`config.mk`:
```
export PLATFORM = sky130hd
export DESIGN_NAME = msrh_commit_gen
export DESIGN_NICKNAME = d
export VERILOG_FILES = /design/src/rtl/msrh_conf_pkg.sv /design/src/rtl/msrh_pkg.sv /design/src/rtl/msrh_commit_gen.sv
export SDC_FILE = /design/constraint.sdc
export NUM_CORES = 2
export LEC_CHECK = 0
export ABC_AREA = 1
export ABC_CLOCK_PERIOD_IN_PS = 5900
export BUFFER_PORTS_ARGS = -buffer_cell sky130_fd_sc_hd__buf_2
export CAP_MARGIN = 20
export CORE_UTILIZATION = 60
export CTS_BUF_LIST = sky130_fd_sc_hd__clkbuf_2 sky130_fd_sc_hd__clkbuf_4 sky130_fd_sc_hd__clkbuf_8
export CTS_CLUSTER_DIAMETER = 150
export DETAILED_ROUTE_END_ITERATION = 12
export PLACE_DENSITY_LB_ADDON = 0.25
export RECOVER_POWER = 25
export SYNTH_ARGS = -nofsm -noshare
export SYNTH_HDL_FRONTEND = slang
export SYNTH_SLANG_ARGS = --single-unit
```
`constraint.sdc`:
```
create_clock -name i_clk -period 5.9 [get_ports i_clk]
set_input_delay 1.475 -clock i_clk [delete_from_list [all_inputs] [get_ports i_clk]]
set_output_delay 1.475 -clock i_clk [all_outputs]
set_load 0.005 [all_outputs]
```
`src/rtl/msrh_conf_pkg.sv`:
```
// Core-wide configuration constants shared by the scheduler and commit logic.
package msrh_conf_pkg;
  localparam int DISP_SIZE = 4;
endpackage

```
`src/rtl/msrh_pkg.sv`:
```
// Shared types for commit notification between the commit tracker and scheduler entries.
package msrh_pkg;
  // Wide enough for any supported tracker depth; narrower IDs are zero-extended.
  localparam int CMT_ID_MAX_W = 8;

  typedef logic [3:0] except_t;

  typedef struct packed {
    logic                                 commit;
    logic [CMT_ID_MAX_W-1:0]              cmt_id;
    logic [msrh_conf_pkg::DISP_SIZE-1:0]  grp_id;
    logic                                 flush_valid;
    logic                                 all_dead;
    logic                                 except_valid;
    except_t                              except_type;
  } commit_blk_t;
endpackage

```
`src/rtl/msrh_commit_gen.sv`:
```
// In-order completion tracker: allocates commit IDs per dispatch group, collects done
// reports, retires groups in order and drains younger groups after an exception.
module msrh_commit_gen
  import msrh_pkg::*;
#(
  parameter  int CMT_ENTRY_SIZE = 16,
  parameter  int DONE_PORTS     = 4,
  localparam int CMT_ID_W       = $clog2(CMT_ENTRY_SIZE) + 1,
  localparam int DISP_SIZE      = msrh_conf_pkg::DISP_SIZE
) (
  input  logic                 i_clk,
  input  logic                 i_reset_n,
  input  logic                 i_disp_valid,
  input  logic [DISP_SIZE-1:0] i_disp_grp_id,
  output logic                 o_disp_ready,
  output logic [CMT_ID_W-1:0]  o_disp_cmt_id,
  input  logic [DONE_PORTS-1:0] i_done_valid,
  input  logic [CMT_ID_W-1:0]  i_done_cmt_id [DONE_PORTS],
  input  logic [DISP_SIZE-1:0] i_done_grp_id [DONE_PORTS],
  input  logic [DONE_PORTS-1:0] i_done_except_valid,
  input  except_t              i_done_except_type [DONE_PORTS],
  output commit_blk_t          o_commit
);

  localparam int IDX_W = CMT_ID_W - 1;

  typedef enum logic {RUN, DRAIN} mode_t;

  mode_t                     r_mode, w_mode_nxt;
  logic [CMT_ID_W-1:0]       r_head, r_tail;
  logic [CMT_ENTRY_SIZE-1:0] r_valid, w_valid_nxt;

  logic [CMT_ID_W-1:0]       r_cmt_id    [CMT_ENTRY_SIZE];
  logic [DISP_SIZE-1:0]      r_grp_mask  [CMT_ENTRY_SIZE];
  logic [DISP_SIZE-1:0]      r_done_mask [CMT_ENTRY_SIZE];
  logic [CMT_ENTRY_SIZE-1:0] r_exc_valid;
  logic [DISP_SIZE-1:0]      r_exc_slot  [CMT_ENTRY_SIZE];
  except_t                   r_exc_type  [CMT_ENTRY_SIZE];

  logic [DISP_SIZE-1:0]      w_done_set     [CMT_ENTRY_SIZE];
  logic [CMT_ENTRY_SIZE-1:0] w_exc_valid_nxt;
  logic [DISP_SIZE-1:0]      w_exc_slot_nxt [CMT_ENTRY_SIZE];
  except_t                   w_exc_type_nxt [CMT_ENTRY_SIZE];

  logic [IDX_W-1:0]     w_head_idx, w_tail_idx;
  logic                 w_full, w_alloc, w_retire;
  logic [DISP_SIZE-1:0] w_h_grp, w_h_done, w_h_older, w_h_grp_old;
  logic                 w_normal_rdy, w_flush_rdy;

  assign w_head_idx = r_head[IDX_W-1:0];
  assign w_tail_idx = r_tail[IDX_W-1:0];
  assign w_full     = (w_head_idx == w_tail_idx) && (r_head[IDX_W] != r_tail[IDX_W]);

  assign o_disp_ready  = !w_full && (r_mode == RUN);
  assign o_disp_cmt_id = r_tail;
  assign w_alloc       = i_disp_valid && o_disp_ready;

  // Slots at or below the recorded (one-hot) exception slot must be done before flushing.
  assign w_h_grp     = r_grp_mask[w_head_idx];
  assign w_h_done    = r_done_mask[w_head_idx];
  assign w_h_older   = r_exc_slot[w_head_idx] | (r_exc_slot[w_head_idx] - DISP_SIZE'(1));
  assign w_h_grp_old = w_h_grp & w_h_older;

  assign w_normal_rdy = r_valid[w_head_idx] && !r_exc_valid[w_head_idx] && (w_h_done == w_h_grp);
  assign w_flush_rdy  = r_valid[w_head_idx] && r_exc_valid[w_head_idx] &&
                        ((w_h_done & w_h_grp_old) == w_h_grp_old);

  always_comb begin
    w_mode_nxt = r_mode;
    w_retire   = 1'b0;
    o_commit   = '0;
    case (r_mode)
      RUN: begin
        if (w_normal_rdy) begin
          o_commit.commit = 1'b1;
          o_commit.cmt_id = CMT_ID_MAX_W'(r_head);
          o_commit.grp_id = w_h_grp;
          w_retire        = 1'b1;
        end else if (w_flush_rdy) begin
          o_commit.commit       = 1'b1;
          o_commit.cmt_id       = CMT_ID_MAX_W'(r_head);
          o_commit.grp_id       = w_h_grp_old;
          o_commit.flush_valid  = 1'b1;
          o_commit.except_valid = 1'b1;
          o_commit.except_type  = r_exc_type[w_head_idx];
          w_mode_nxt            = DRAIN;
        end
      end
      DRAIN: begin
        if (r_head != r_tail) begin
          o_commit.commit   = 1'b1;
          o_commit.cmt_id   = CMT_ID_MAX_W'(r_head);
          o_commit.grp_id   = w_h_grp;
          o_commit.all_dead = 1'b1;
          w_retire          = 1'b1;
          if ((r_head + CMT_ID_W'(1)) == r_tail) w_mode_nxt = RUN;
        end else begin
          w_mode_nxt = RUN;
        end
      end
      default: w_mode_nxt = RUN;
    endcase
  end

  // Merge all done ports per entry; the lowest excepting slot wins, including the recorded one.
  always_comb begin
    for (int e = 0; e < CMT_ENTRY_SIZE; e++) begin
      w_done_set[e]      = '0;
      w_exc_valid_nxt[e] = r_exc_valid[e];
      w_exc_slot_nxt[e]  = r_exc_slot[e];
      w_exc_type_nxt[e]  = r_exc_type[e];
      for (int p = 0; p < DONE_PORTS; p++) begin
        if ((r_mode == RUN) && i_done_valid[p] && r_valid[e] &&
            (i_done_cmt_id[p] == r_cmt_id[e]) && |(i_done_grp_id[p] & r_grp_mask[e])) begin
          w_done_set[e] = w_done_set[e] | (i_done_grp_id[p] & r_grp_mask[e]);
          if (i_done_except_valid[p] &&
              (!w_exc_valid_nxt[e] || (i_done_grp_id[p] < w_exc_slot_nxt[e]))) begin
            w_exc_valid_nxt[e] = 1'b1;
            w_exc_slot_nxt[e]  = i_done_grp_id[p];
            w_exc_type_nxt[e]  = i_done_except_type[p];
          end
        end
      end
    end
  end

  always_comb begin
    w_valid_nxt = r_valid;
    if (w_alloc)  w_valid_nxt[w_tail_idx] = 1'b1;
    if (w_retire) w_valid_nxt[w_head_idx] = 1'b0;
  end

  always_ff @(posedge i_clk or negedge i_reset_n) begin
    if (!i_reset_n) begin
      r_mode  <= RUN;
      r_head  <= '0;
      r_tail  <= '0;
      r_valid <= '0;
    end else begin
      r_mode  <= w_mode_nxt;
      r_valid <= w_valid_nxt;
      if (w_alloc)  r_tail <= r_tail + CMT_ID_W'(1);
      if (w_retire) r_head <= r_head + CMT_ID_W'(1);
    end
  end

  // Entry payload is qualified by r_valid, so it needs no reset.
  always_ff @(posedge i_clk) begin
    for (int e = 0; e < CMT_ENTRY_SIZE; e++) begin
      if (w_alloc && (w_tail_idx == IDX_W'(e))) begin
        r_cmt_id[e]    <= r_tail;
        r_grp_mask[e]  <= i_disp_grp_id;
        r_done_mask[e] <= '0;
        r_exc_valid[e] <= 1'b0;
        r_exc_slot[e]  <= '0;
        r_exc_type[e]  <= '0;
      end else begin
        r_done_mask[e] <= r_done_mask[e] | w_done_set[e];
        r_exc_valid[e] <= w_exc_valid_nxt[e];
        r_exc_slot[e]  <= w_exc_slot_nxt[e];
        r_exc_type[e]  <= w_exc_type_nxt[e];
      end
    end
  end

endmodule

```
==> results.md <==
* Via-per-instance ratio at 6.16
* Critical Path End Type: output pin
* Leak at 0.0200 µW
* Flop-to-flop setup slack at 0.57 ns
* Simple-gate share of the synthesized area at 36.6%
* Max stage delay cell, worst path: dfrtp_1
* Critical path peak fanout at 13
* Largest net degree at the start of global routing at 78
* GP Congestion at 1.03
* Fin. Hold Viols at 0
* WP data required at 4.43 ns
* Maximum clock frequency at 0.170 GHz
* Comb pwr share at 56.3%
* Critical Path, Cell by Cell: nand2_1, clkinvlp_4, nand2_1, nand4_1, ha_1, nand3_1, nor4_1, nand4_1, nand2_1, inv_1, a311oi_1, buf_4, buf_2
* Core area at 56,800 µm²
* Post-synth EDFFs at 144
* Crit-path max cell delay at 0.50 ns
* Starting Density at 61.2%
* Max_cap viols at 4
* Vias in the first global route at 38,021
* Die width at 243 µm
* Top FF cell, synth: dfxtp_1
* Worst Skew at 0.0415 ns
* Area grow syn2layout at 13.0%
* Hpwl dp at 108,000 µm
* Clk Latency, worst-skew pair at 0.71 ns
* Buffer depth of the longest clock path at 3
* XOR/XNOR share of the synthesized area at 5.87%
* R2r startpoint: r_mode
* CTS buffer count at 73
* Routed Antenna Nets at 0
* Post-CTS setup buffer count at 0
* Layout cells sized above 1 at 12.2%
* Gr ovfl total at 0
* Worst EP arrival at 4.42 ns
* Clock power share at 17.5%
* Hold_ws at 0.462 ns
* Yosys reg bits at 379
* Clock slew at reported path FFs at 0.06 ns
* Final period util at 99.9%
* Setup TNS at 0 ns
* Average size of a mapped cell at 6.26 µm²
* Min Tclk post-route at 5.89 ns
* Yosys warns at 0
* Cell internal pwr at 8550 µW
* Setup violators final at 0
* Worst R2R Path Depth at 31
* First-pass GRT wire length at 221,000 µm
* Register area share after synthesis at 26.4%
* # fillers at 5,174
* DRC at 0
* Vias post-DR at 40,448
* Status: finished with violations
* Sequential power share at 26.2%
* Die area at 58,900 µm²
* Cell area power density at 420 nW/µm²
* Critical Path Start: r_head[3]
* Tightest Pin Transition at 1.94 ns
* Max VDD drop at 0.306 mV
* Nets at 5,981
* Hold/Removal Path Class: register to register
* Synth async-reset ratio at 7.12%
* Kind of critical path: register to output pin
* Final slew viol count at 72
* Initial DRC Count at 5,637
* Top Ports at 93
* Setup crit end: o_commit[8]
* Mapped cell area at 34,700 µm²
* Drt wl/cell at 22.7 µm
* Total GRT Usage at 49.2%
* Mux cell area share after synthesis at 0%
* H-Tree Depth at 3
* Most common cell after layout, fill and taps aside: nand2_1
* Main combinational cell family by area after synthesis: simple AND/OR/NAND/NOR gates
* RR Endpoint: r_exc_slot[8][0]
* Worst slew margin at -29.4%
* Rows at 87
* Die Y at 243 µm
* Detailed Route WL at 149,000 µm
* Failing checks: max-capacitance violations, max-slew violations
* Library cells used by synthesis at 49
* Root Driver: clkbuf_8
* Sw frac at 48.2%
* Critical Path Most Common Cell: nand2_1
* Post-synthesis compound-gate area fraction at 14.3%
* Post-synthesis adder-cell area fraction at 6.09%
* Most frequent cells in the layout: nand2_1 (1,757), nor2_1 (667), inv_1 (556), buf_4 (340), o21ai_0 (317)
* CP startpoint kind: register
* Clock sink total at 379
* Net Sw Power at 7950 µW
* Number of I/O port buffers at 89
* Post-CTS Hold Fix Bufs at 0
* CTS tree: done
* Pre-Repair DR Iteration Count at 8
* Mapped Cells at 5,547
* Initial antenna violation count at 3
worst min-delay path by stage:
stage / depth (start not counted) / startpoint / slack, ns / end
after detailed placement: 2 / r_done_mask[9][2] / 0.45 / r_done_mask[9][2]
final: 2 / r_done_mask[9][2] / 0.46 / r_done_mask[9][2]
after global routing: 2 / r_done_mask[9][2] / 0.48 / r_done_mask[9][2]
after CTS: 2 / r_done_mask[9][2] / 0.46 / r_done_mask[9][2]
after floorplan: 2 / r_done_mask[14][2] / 0.44 / r_done_mask[14][2]
after global placement: 2 / r_done_mask[9][2] / 0.45 / r_done_mask[9][2]
through the flow:
stage | instance area [µm²] | total power [µW] | util (%) | setup slack, ns | instances
6_report | 39300 | 16500 | 69.1 | 0.00683 | 6561
5_1_grt | 39300 | 17600 | 69.1 | -0.0278 | 6560
2_1_floorplan | 34800 | 10000 | - | 0.0384 | 5549
4_1_cts | 39300 | 16100 | 69.1 | 0.0189 | 6559
3_3_place_gp | 37700 | 12900 | 66.3 | -0.204 | 6425
3_5_place_dp | 37700 | 13100 | 66.3 | -0.293 | 6425
cells in the mapped netlist (75+ instances only):
cell type | number | area, µm²
clkbuf_1 | 227 | 852
dfxtp_1 | 208 | 4160
a21oi_1 | 178 | 891
nand2_1 | 1757 | 6600
nand3_1 | 210 | 1050
xor2_1 | 126 | 1100
xnor2_1 | 107 | 937
nor4_1 | 75 | 469
nand4_1 | 148 | 926
edfxtp_1 | 144 | 4320
inv_1 | 556 | 2090
ha_1 | 169 | 2110
o211ai_1 | 129 | 968
o21ai_0 | 329 | 1650
nor2_1 | 668 | 2510
timing repair:
item | 4_1_cts | 5_1_grt
gates resized for setup | 3 | 17
endpoints found under the hold margin | 0 | 0
gates cloned | 1 | 0
endpoints found under the setup margin | 3 | 34
pin swaps | 0 | 0
kinds of logic after synthesis:
group	Yosys count
other	1
xor gates and xnor gates	233
AOI/OAI and AO/OA	830
buffers and inverters	917
and+or+nand+nor	3018
adders and majority gates	169
DFF	379
metal layers:
layer	up-vias	GRT usage, %	wire length (µm)
li1	18532	-	-
met5	-	0	12
met1	18097	60.3	53100
met3	763	10.7	19500
met2	3054	75.6	63200
met4	2	37.2	12800
critical path, delay by kind of cell (launching register included):
family / cells / cell delay (ns)
buffers and inverters: 4 / 1.03
DFF: 1 / 0.50
AOI/OAI and AO/OA: 1 / 0.32
adders and majority gates: 1 / 0.31
and+or+nand+nor: 7 / 1.55
cell type report:
cell class                 instances  area, µm²  area share, %
timing repair buffer             457       3510           8.93
antenna                            2       5.00         0.0127
inverter                         581       2210           5.62
clock buffer                     107       1370           3.50
multi-input combinational       4253      21900           55.7
sequential                       379       9170           23.4
tap                              756        946           2.41
clock inverter                    26        174          0.443
power groups by stage:
stage / registers, µW / logic, µW / clock network (µW)
after global placement: 4300 / 8640 / 0
after global routing: 4370 / 10200 / 2980
after detailed placement: 4300 / 8840 / 0
after floorplan: 4070 / 5940 / 0
final: 4330 / 9300 / 2880
after CTS: 4260 / 8970 / 2870
flip-flops by register name, indices dropped and copies added (netlist names):
signal / count
r_cmt_id: 80
r_done_mask: 64
r_exc_slot: 64
r_exc_type: 64
r_grp_mask: 64
r_exc_valid: 16
r_valid: 16
o_disp_cmt_id: 5
r_head: 5
r_mode: 1
No activity file was read; power rests on OpenSTA's default activity.
